--- src/rtl/bike_pkg.sv ---
// Shared odometer definitions: reed FSM states and default datapath sizing
// used by the reed sequencer, the distance block and the speed unit.
package bike_pkg;

    typedef enum logic [1:0] {
        STOPPED = 2'd0,
        FIRST   = 2'd1,
        MOVING  = 2'd2
    } reed_state_t;

    localparam int DEF_PERIOD_W        = 16;
    localparam int DEF_TIMEOUT         = 50000;
    localparam int DEF_DEBOUNCE_CYCLES = 4;

endpackage

--- src/rtl/reed_debounce.sv ---
// Reed-switch conditioning: two-flop synchroniser, stability debounce and a
// one-cycle pulse on each accepted 0->1 transition of the filtered level.
module reed_debounce
    import bike_pkg::*;
#(
    parameter int DEBOUNCE_CYCLES = DEF_DEBOUNCE_CYCLES
) (
    input  logic clock,
    input  logic reset,
    input  logic reed,
    output logic ev
);

    localparam int CW = (DEBOUNCE_CYCLES > 1) ? $clog2(DEBOUNCE_CYCLES) : 1;
    localparam logic [CW-1:0] LAST = CW'(DEBOUNCE_CYCLES - 1);

    logic [1:0]    sync;
    logic          reed_s;
    logic          filt;
    logic [CW-1:0] cnt;

    assign reed_s = sync[1];

    // filt flips only after DEBOUNCE_CYCLES consecutive disagreeing samples
    always_ff @(posedge clock or negedge reset) begin
        if (!reset) begin
            sync <= '0;
            filt <= 1'b0;
            cnt  <= '0;
            ev   <= 1'b0;
        end else begin
            sync <= {sync[0], reed};
            ev   <= 1'b0;
            if (reed_s == filt) begin
                cnt <= '0;
            end else if (cnt == LAST) begin
                filt <= reed_s;
                cnt  <= '0;
                ev   <= reed_s;
            end else begin
                cnt <= cnt + 1'b1;
            end
        end
    end

endmodule

--- src/rtl/reed_sequencer.sv ---
// Odometer front end: one tick per revolution, revolution period measurement
// handed to the speed unit, moving/stopped tracking and trip-clear sequencing.
module reed_sequencer
    import bike_pkg::*;
#(
    parameter int DEBOUNCE_CYCLES = DEF_DEBOUNCE_CYCLES,
    parameter int PERIOD_W        = DEF_PERIOD_W,
    parameter int TIMEOUT         = DEF_TIMEOUT
) (
    input  logic                clock,
    input  logic                reset,
    input  logic                reed,
    input  logic                enable,
    input  logic                clear,
    output logic                tick,
    output logic                clear_dist,
    output logic [PERIOD_W-1:0] period,
    output logic                period_req,
    input  logic                period_ack,
    output logic                overrun,
    output logic                moving,
    output reed_state_t         fsm_state
);

    localparam logic [PERIOD_W-1:0] TO_LAST = PERIOD_W'(TIMEOUT - 1);
    localparam logic [PERIOD_W-1:0] TO_MAX  = PERIOD_W'(TIMEOUT);

    reed_state_t         state, state_next;
    logic                ev;
    logic [PERIOD_W-1:0] cnt;
    logic                produce, stop_enter;
    logic                clear_q, clear_rise;

    reed_debounce #(.DEBOUNCE_CYCLES(DEBOUNCE_CYCLES)) u_debounce (
        .clock (clock),
        .reset (reset),
        .reed  (reed),
        .ev    (ev)
    );

    assign fsm_state  = state;
    assign clear_rise = clear & ~clear_q;

    always_ff @(posedge clock or negedge reset) begin
        if (!reset) state <= STOPPED;
        else        state <= state_next;
    end

    // a revolution event outranks a timeout landing in the same cycle
    always_comb begin
        state_next = state;
        case (state)
            STOPPED: if (ev) state_next = FIRST;
            FIRST, MOVING: begin
                if (ev)                  state_next = MOVING;
                else if (cnt == TO_LAST) state_next = STOPPED;
            end
            default: state_next = STOPPED;
        endcase
    end

    always_comb begin
        produce    = 1'b0;
        stop_enter = 1'b0;
        case (state)
            FIRST, MOVING: begin
                produce    = ev;
                stop_enter = (state_next == STOPPED);
            end
            default: ;
        endcase
    end

    always_ff @(posedge clock or negedge reset) begin
        if (!reset) begin
            cnt <= '0;
        end else if (ev || state_next == STOPPED) begin
            cnt <= '0;
        end else if (cnt != TO_MAX) begin
            cnt <= cnt + 1'b1;
        end
    end

    // period_req is a level valid; period_ack sampled high consumes it, and a
    // fresh period arriving while req is high and unacked raises overrun
    always_ff @(posedge clock or negedge reset) begin
        if (!reset) begin
            tick       <= 1'b0;
            moving     <= 1'b0;
            period     <= '0;
            period_req <= 1'b0;
            overrun    <= 1'b0;
            clear_q    <= 1'b0;
            clear_dist <= 1'b0;
        end else begin
            tick       <= ev & enable;
            moving     <= (state_next != STOPPED);
            clear_q    <= clear;
            clear_dist <= clear_rise;
            overrun    <= (overrun & ~clear_rise) | (produce & period_req & ~period_ack);
            if (produce) begin
                period     <= cnt + 1'b1;
                period_req <= 1'b1;
            end else if (stop_enter) begin
                period     <= '0;
                period_req <= 1'b0;
            end else if (period_ack) begin
                period_req <= 1'b0;
            end
        end
    end

endmodule

--- config.mk ---
export PLATFORM = sky130hd
export DESIGN_NAME = reed_sequencer
export DESIGN_NICKNAME = d
export VERILOG_FILES = /design/src/rtl/bike_pkg.sv /design/src/rtl/reed_debounce.sv /design/src/rtl/reed_sequencer.sv
export SDC_FILE = /design/constraint.sdc
export NUM_CORES = 1
export LEC_CHECK = 0
export CORE_MARGIN = 3
export CORE_UTILIZATION = 30
export CTS_BUF_LIST = sky130_fd_sc_hd__clkbuf_8
export CTS_CLUSTER_SIZE = 8
export DETAILED_ROUTE_END_ITERATION = 6
export HOLD_SLACK_MARGIN = 0.03
export SYNTH_ARGS = -nofsm -noshare
export SYNTH_HDL_FRONTEND = slang
export SYNTH_SLANG_ARGS = --single-unit
--- constraint.sdc ---
create_clock -name clock -period 2.93 [get_ports clock]
set_clock_uncertainty 0.2 [all_clocks]
set_input_delay 0.293 -clock clock [delete_from_list [all_inputs] [get_ports clock]]
set_output_delay 0.293 -clock clock [all_outputs]
set_load 0.005 [all_outputs]
Word-level counts from Yosys, hierarchy flattened. Cells that the tools add are included.

Eq/ne operators: 6. Mux-type cells: 17. Reductions and logical operators: 9. Add/subtract/negate cells: 2. Bitwise logic cells: 10.

Operator list (count): $mux 16 (4); $add 16x1->16 const B (1); $eq 16x16->1 const B (1); $ne 16x16->1 const B (1); $mux 2 (5); $mux 1 (7); $reduce_bool 2->1 (3); $and 1x1->1 (5); $eq 2x2->1 const B (2); $logic_not 2->1 (2); $not 1->1 (4); $pmux 2 s2 (1); $reduce_bool 3->1 (1); $add 2x1->2 const B (1); $eq 2x1->1 const B (1); $reduce_and 2->1 (1); $reduce_or 2->1 (1); $eq 1x1->1 (1); $logic_or 1x1->1 (1); $or 1x1->1 (1).

Output and inout bits: 23. Register bits: 46. Logic and storage cells: 57. Bits of input ports: 6.

Longest topological paths before layout.
Word-level depth: 8. Gate-level depth with buffers: 7. Gate-level depth less buffers: 6.

By module. From an unflattened synthesis, not the netlist that was laid out.

Cells, all modules: 174. Area total of the unflattened synthesis: 2102.0 µm².

Modules (own cells, without submodules): reed_sequencer (instances 1, cells each 162, area an instance 1893.1 µm², sequential area each 1001.0 µm²); reed_debounce (instances 1, cells each 12, area an instance 209.0 µm², sequential area each 150.1 µm²).

Worst setup path after synthesis. OpenSTA, ideal clock, no wires.

Path type: register to register. From: register cnt[0]. To: register period[13]. Period minus slack after synthesis: 1.857 ns. Setup slack: 1.073 ns. Setup time: 0.129 ns. Path buffers: 1. Arrival time: 1.528 ns. Required time: 2.601 ns. Stages on the path, launching flop included: 7. Cells stage by stage: dfrtp_1 -> ha_1 -> and4b_4 -> nand4_4 -> a21o_2 -> buf_6 -> o2bb2ai_1.

Longest elaborated chain between the ends: 7. Elaborated cells between the ends (all ways): 9. Classes of those cells: add/sub (1); eq/ne (1); mux (5); reduce/logical (2).

Ends and longest elaborated chain: from (decl) (RTL line reed_sequencer.sv:30) `logic [PERIOD_W-1:0] cnt;`; from (signal assigned) (RTL line reed_sequencer.sv:80) `cnt <= cnt + 1'b1;`; $eq 16x16->1 (RTL line reed_sequencer.sv:56) `else if (cnt == TO_LAST) state_next = STOPPED;`; $mux 2 (RTL line reed_sequencer.sv:56); $mux 2 (RTL line reed_sequencer.sv:55) `if (ev) state_next = MOVING;`; $pmux 2 s2 (RTL line reed_sequencer.sv:52) `case (state)`; $logic_not 2->1 (RTL line reed_sequencer.sv:68) `stop_enter = (state_next == STOPPED);`; $mux 1 (RTL line reed_sequencer.sv:65) `case (state)`; $reduce_bool 2->1 (no source line); to (signal assigned) (RTL line reed_sequencer.sv:102) `period <= cnt + 1'b1;`; to (decl) (RTL line reed_sequencer.sv:17) `output logic [PERIOD_W-1:0] period,`.

Several ways; a longest one is shown, not always the timed one. A chain may end at the register's enable or synchronous reset.

Final worst setup path.
From: register state[1], in the netlist fsm_state[1]. To: register period[1].

Longest elaborated chain between the ends: 6. Elaborated cells between the ends (all ways): 13. Classes of those cells: eq/ne (2); mux (7); reduce/logical (4).

Ends and longest elaborated chain: from (decl) (RTL line reed_sequencer.sv:28) `reed_state_t state, state_next;`; from (signal assigned) (RTL line reed_sequencer.sv:46) `else state <= state_next;`; $eq 2x1->1 (tied with other cells) (RTL line reed_sequencer.sv:52, reed_sequencer.sv:65); $reduce_or 2->1 / $mux 2 (equally long branches) (RTL line reed_sequencer.sv:52, reed_sequencer.sv:65, reed_sequencer.sv:55); $pmux 2 s2 (RTL line reed_sequencer.sv:52); $logic_not 2->1 (RTL line reed_sequencer.sv:68); $mux 1 (RTL line reed_sequencer.sv:65); $reduce_bool 2->1 (no source line).

Several ways; a longest one is shown, not always the timed one.

==> flow_metrics.tcl <==
set metrics [dict create \
    status "complete, no violations" \
    rsz0062_at_grt "false" \
    h-tree-depth 2 \
    dp_slack_ps 872 \
    leakage_nw 1.03 \
    worst_path_largest_cell_delay_ps 490 \
    antenna_left 0 \
    crit_required_ps 2930 \
    crit_path_end_kind "flip-flop" \
    ir_drop_v 0.000414 \
    fin_crit_ps 2070 \
    yosys_warnings 0 \
    synth_top_area_share_pct 54.8 \
    clk_latency_ps 300 \
    dieArea_um2 8040 \
    routedWlPerCell_um 13.7 \
    vias 1439 \
    final_common_cell "dfrtp_1" \
    cts_tree "built" \
    vias_per_cell 4.75 \
    antenna_found_initial 0 \
    dr.pass1.iters 4 \
    finalHoldViolCount 0 \
    maxSlewViolCount 0 \
    startpoint_type "flip-flop" \
    slew_headroom_pct 30.9 \
    grt_max_degree 47 \
    post-dp-hpwl_um 2840 \
    drv_cap 0 \
    synth_area_leaders "dfrtp_1 55%, o2bb2ai_1 6.3%, xnor2_1 5.4%" \
    grt_pass1_wl_um 7110 \
    crit_slowest_cell "dfrtp_1" \
    yosysTopAreaCell "dfrtp_1" \
    fmax_ghz 0.482 \
    synthCells 177 \
    setup_viol 0 \
    fin_crit_sh_pct 70.8 \
    area_delta_synth_final_pct 21.4 \
    grt.overflow.total 0 \
    ys_seq_elements 46 \
    ys_seq_area_share_pct 54.8 \
    critPathKind "reg -> reg" \
    drt-total-wl_um 4160 \
    powerDensity_nw_per_um2 559 \
    design.core.area_um2 6570 \
    final_nets 220 \
    start_util_pct 32.0 \
    n_antenna_cell 0 \
    syn-num-nets 188 \
    die_w_um 89.7 \
    crit_chain "inv_1, ha_1, o21ai_0, a21o_2, a32o_1" \
    io_pins 29 \
    num_rows 29 \
    timing.setup.tns_ps 0 \
    drc_errors 0 \
    io_buffers 28 \
    gr-usage-all-layers_pct 11.7 \
    worst_ep_arrival_time_ps 2070 \
    final_cell_mix "46 x dfrtp_1, 27 x clkdlybuf4s50_1, 24 x nor2_1" \
    grt_pass1_vias 1467 \
    clock_path_buffers 2 \
    drive_gt1_share_pct 11.0 \
    numCtsBuffers 5 \
    worst-slew-pin-transition_ps 1040 \
    dr.first_iter.drc_count 92 \
    setup_ws_ps 856 \
    avgSynthCellArea_um2 11.9 \
    die_y_um 89.7 \
    cts.sinks 46 \
    globalplace.congestion 0.898 \
    clkTransAtPathRegs_ps 90 \
    clock_tree.root_cell "clkbuf_8" \
    cp_max_fo 16 \
    syn_area_um2 2100 \
    synth_cell_type_count 40 \
    hold_path_class "reg -> reg" \
]
worst max-delay path: cells and delay by family (launching register included):
kind | cells | cell delay, ps
compound gates | 3 | 730
flops | 1 | 490
fa+ha+maj | 1 | 460
buf+inv | 1 | 90
area by class of cell:
type,count,area [um2]
Fill cell,644,4020
Sequential cell,46,1150
Multi-Input combinational cell,114,853
Timing Repair Buffer,30,293
Tap cell,93,116
Clock buffer,5,68.8
Inverter,12,45.0
Clock inverter,3,21.3
layer usage:
layer / vias to the layer above / share of wire, % / global-route usage [%]
met3: 8 / 4.0 / 3.38
met4: 0 / 2.3 / 5.01
met2: 29 / 46 / 17.7
li1: 692 / - / -
met1: 710 / 47 / 15.6
met5: - / 0 / 0
power by group:
part	leakage [nW]	switching, mW	internal (mW)
combinational	0.358	0.187	0.128
clock	0.0441	0.225	0.168
sequential	0.629	0.0381	0.680
final timing paths:
check | start | end | slack, ps | cells past startpoint
worst max register to register | fsm_state[1] | period[1] | 860 | 5
worst min-delay path | u_debounce.sync[0] | u_debounce.sync[1] | 160 | 0
worst max-delay path | fsm_state[1] | period[1] | 860 | 5
worst min register to register | u_debounce.sync[0] | u_debounce.sync[1] | 160 | 0
max in group asynchronous | reset | period[15] | 1380 | 2
min in group asynchronous | reset | period[4] | 510 | 2
sequential cells by signal (all words and copies together) (netlist names):
signal / count
clear_dist: 1
clear_q: 1
cnt: 16
fsm_state: 2
moving: 1
overrun: 1
period: 16
period_req: 1
tick: 1
u_debounce.cnt: 2
u_debounce.ev: 1
u_debounce.filt: 1
u_debounce.sync: 2
what timing repair did:
action                    in CTS  in global routing
hold buffers                   1                  0
gates resized for setup        0                  0
buffers inserted               0                  0
hold endpoints to repair      46                  0
stage by stage:
step	std cells	utilization [%]	hold WS (ps)	area, um2	power (mW)
floorplan	177	-	-203	2100	0.962
detailed placement	294	37.3	145	2450	1.05
finish	303	38.8	162	2550	1.43
global route	303	38.8	179	2550	1.52
global placement	294	37.3	138	2450	1.04
CTS	303	38.8	166	2550	1.45
Yosys cell counts:
| cell | count |
|---|---|
| nor3_1 | 4 |
| a31oi_4 | 1 |
| xor2_1 | 2 |
| o21ai_0 | 3 |
| nand4_4 | 1 |
| nor4_1 | 1 |
| buf_6 | 4 |
| a32o_1 | 1 |
| nand4_1 | 6 |
| nand3_2 | 1 |
| inv_1 | 12 |
| a211oi_1 | 1 |
| nand2_1 | 4 |
| a21o_2 | 1 |
| nor2b_1 | 2 |
| mux2i_1 | 1 |
| nor2_1 | 24 |
| nor4_2 | 3 |
| o31ai_1 | 1 |
| nor3b_1 | 1 |
| or2b_1 | 1 |
| dfrtp_1 | 46 |
| and4bb_2 | 3 |
| nand2b_1 | 1 |
| o211ai_1 | 2 |
| o22ai_1 | 1 |
| o211a_1 | 1 |
| a22oi_1 | 1 |
| xnor2_1 | 13 |
| o2bb2ai_1 | 15 |
| nor3b_4 | 1 |
| and2_1 | 1 |
| ha_1 | 5 |
| and4b_4 | 1 |
| buf_2 | 1 |
| o21bai_1 | 1 |
| and3_2 | 1 |
| and3_1 | 2 |
| a31oi_1 | 3 |
| nand3_1 | 3 |
cells by family (layout without fill, tap and decap cells):
logic type,count (synthesis),after routing,synth area share (%)
DFF,46,46,54.8
adders and majority gates,5,5,2.98
and+or+nand+nor,61,61,18.2
xor gates and xnor gates,15,15,6.26
AOI/OAI and AO/OA,32,32,12.7
muxes,1,1,0.477
buffers and inverters,17,50,4.53
Note: power is estimated with default switching activity, not from simulation.
==> edit (same settings) <==
Register the output `overrun` once more, with the module's reset; this adds one clock of latency there. The other outputs are not delayed to match.
--- a/src/rtl/reed_sequencer.sv
+++ b/src/rtl/reed_sequencer.sv
@@ -25,4 +25,6 @@
     localparam logic [PERIOD_W-1:0] TO_LAST = PERIOD_W'(TIMEOUT - 1);
     localparam logic [PERIOD_W-1:0] TO_MAX  = PERIOD_W'(TIMEOUT);
+
+    logic overrun_s0;
 
     reed_state_t         state, state_next;
@@ -90,5 +92,5 @@
             period     <= '0;
             period_req <= 1'b0;
-            overrun    <= 1'b0;
+            overrun_s0 <= 1'b0;
             clear_q    <= 1'b0;
             clear_dist <= 1'b0;
@@ -98,5 +100,5 @@
             clear_q    <= clear;
             clear_dist <= clear_rise;
-            overrun    <= (overrun & ~clear_rise) | (produce & period_req & ~period_ack);
+            overrun_s0 <= (overrun_s0 & ~clear_rise) | (produce & period_req & ~period_ack);
             if (produce) begin
                 period     <= cnt + 1'b1;
@@ -111,4 +113,12 @@
     end
 
+    always_ff @(posedge clock or negedge reset) begin
+        if (!reset) begin
+            overrun <= '0;
+        end else begin
+            overrun <= overrun_s0;
+        end
+    end
+
 endmodule
 
Check against the original RTL: no difference found for any inputs over 10 cycles, from zero or initial values and one cycle with reset low; that may be too few to reach the edited logic, so the function may still have changed.
==> edit against the original RTL <==
Wire length shrank 1.6%; synthesized area grew 1.2%; die area grew 1.1%; power grew 7.4%; final area grew 2.2%; combinational power is essentially flat; worst setup slack gained 22 ps; non-clock buffer count is the same; sequential cell count grew 1; worst hold slack lost 8.1 ps; critical endpoint unchanged; largest power group unchanged.
==> edit: results (changes against the original RTL) <==
| Metric | Value |
|---|---|
| Outcome | complete, no violations |
| Cts hold-fix bufs | 1 (unchanged) |
| Total Wirelength | 4090 µm (-1.6%) |
| First-pass GRT wire length | 7258 µm (+2.0%) |
| WHS Endpoint | u_debounce.sync[1] |
| Hold Crit Class | flip-flop to flip-flop |
| Pin count of the biggest net entering global routing | 48 (+2.1%) |
| Yosys warns | 0 (unchanged) |
| Hold slack | 154.0 ps (-8.066 ps) |
| FF-to-FF path depth | 5 (unchanged) |
| # H-tree levels | 2 (unchanged) |
| TritonCTS Buffers | 5 (unchanged) |
| Leak Pwr | 1.060 nW (+2.8%) |
| Vias in the first global route | 1462 (-0.34%) |
| WL/cell | 13.32 µm (-2.9%) |
| Starting DRT DRC Count | 88 (-4.3%) |
| Reg clk slew, reported paths | 80 ps |
| Worst r2r src | fsm_state[1] |
| Post-synth net total | 189 (+0.53%) |
| Hold_sp | u_debounce.sync[0] |
| RePlAce Congestion | 0.7607 (-15%) |
| Slowest stage cell, crit path | dfrtp_1 |
| Top cells by area, synth | dfrtp_1 (55%), o2bb2ai_1 (6.2%), xnor2_1 (5.4%), nor2_1 (4.2%), ha_1 (2.9%) |
| Netlist cell types | 40 (unchanged) |
| Internal power | 1.080 mW (+11%) |
| Final #Nets | 221 (+0.45%) |
| VDD IR max | 0.0003279 V (-21%) |
| Asr flop ratio synth | 100.0% (unchanged) |
| Register area share after synthesis | 55.36% (+0.53 points) |
| Via/cell ratio | 4.645 (-2.2%) |
| Hold path cells | 0 (unchanged) |
| Share of post-route cells with drive strength above 1 | 10.90% (-0.052 points) |
| Drt first pass iters | 3 (-1) |
| Top Registers | cnt (16), period (16) |
| Number of diodes | 0 (unchanged) |
| Cells after Synth | 178 (+0.56%) |
| Clock Path Buffers | 2 (unchanged) |
| FF-to-FF setup slack | 880 ps (+20 ps) |
| Critical Path Start | fsm_state[1] |
| DP Worst Slack | 868.1 ps (-4.263 ps) |
| Worst path top cell family by delay | compound AO/OA/AOI/OAI gates |
| Worst rel slew slack | 32.26% (+1.4 points) |
| Total GRT Usage | 11.05% (-0.62 points) |
| Ys flop type | dfrtp_1 |
| Inst Count DP | 298 (+1.4%) |
| PortBufs | 28 (unchanged) |
| RR Endpoint | period[1] |
| Clock root buffer | clkbuf_8 |
| Post-CTS Setup Bufs | 0 (unchanged) |
| Placed cell area | 2477 µm² (+1.2%) |
| Most frequent cells after synthesis | dfrtp_1 (47), nor2_1 (24), o2bb2ai_1 (15) |
| DPL Wire Length | 2902 µm (+2.4%) |
[edit: changes by cell type after synthesis, sizes merged]
cell	unedited run	this run
dfrtp	46	47
[edit: cells by family after synthesis]
logic type / synth area share [%]
AOI/OAI and AO/OA: 12.54
xor gates and xnor gates: 6.184
adders and majority gates: 2.945
buffers and inverters: 4.475
DFF: 55.36
muxes: 0.4712
and+or+nand+nor: 18.02
[edit: worst max-delay path by stage]
stage / end / slack [ps]
after global routing: cnt[2] / 720
after global placement: period[1] / 910
after floorplan: period[13] / 1070
after detailed placement: cnt[2] / 870
final: period[1] / 880
after CTS: cnt[2] / 870
[edit: layer usage]
layer	global-route usage [%]	vias to the layer above	share of wire (%)
li1	-	697	-
met1	14.57	706	48
met2	16.93	17	47
met3	3.013	6	3.4
met4	4.974	0	2.1
met5	0	-	0
[edit: layout make-up]
| cell class | instances | area, µm² |
|---|---|---|
| clock buffers | 5 | 68.82 |
| multi-input cells | 114 | 853.3 |
| clock inverters | 3 | 47.55 |
| repair buffers | 30 | 292.8 |
| well taps | 96 | 120.1 |
| inverters | 12 | 45.04 |
| flip-flops and latches | 47 | 1176 |
| fillers | 691 | 4228 |
[edit: power by group through the flow]
| stage | combinational (mW) | clock (mW) | sequential [mW] |
|---|---|---|---|
| after floorplan | 0.238 | 0 | 0.738 |
| final | 0.314 | 0.486 | 0.731 |
| after global routing | 0.353 | 0.533 | 0.738 |
| after CTS | 0.319 | 0.499 | 0.732 |
| after detailed placement | 0.317 | 0 | 0.745 |
| after global placement | 0.311 | 0 | 0.744 |
[edit: worst register-to-register path, cell delays in order, from the launching register on]
cell and delay, ps:
dfrtp_1 480, inv_1 90, ha_1 460, o21ai_0 140
a21o_2 330, a32o_1 250
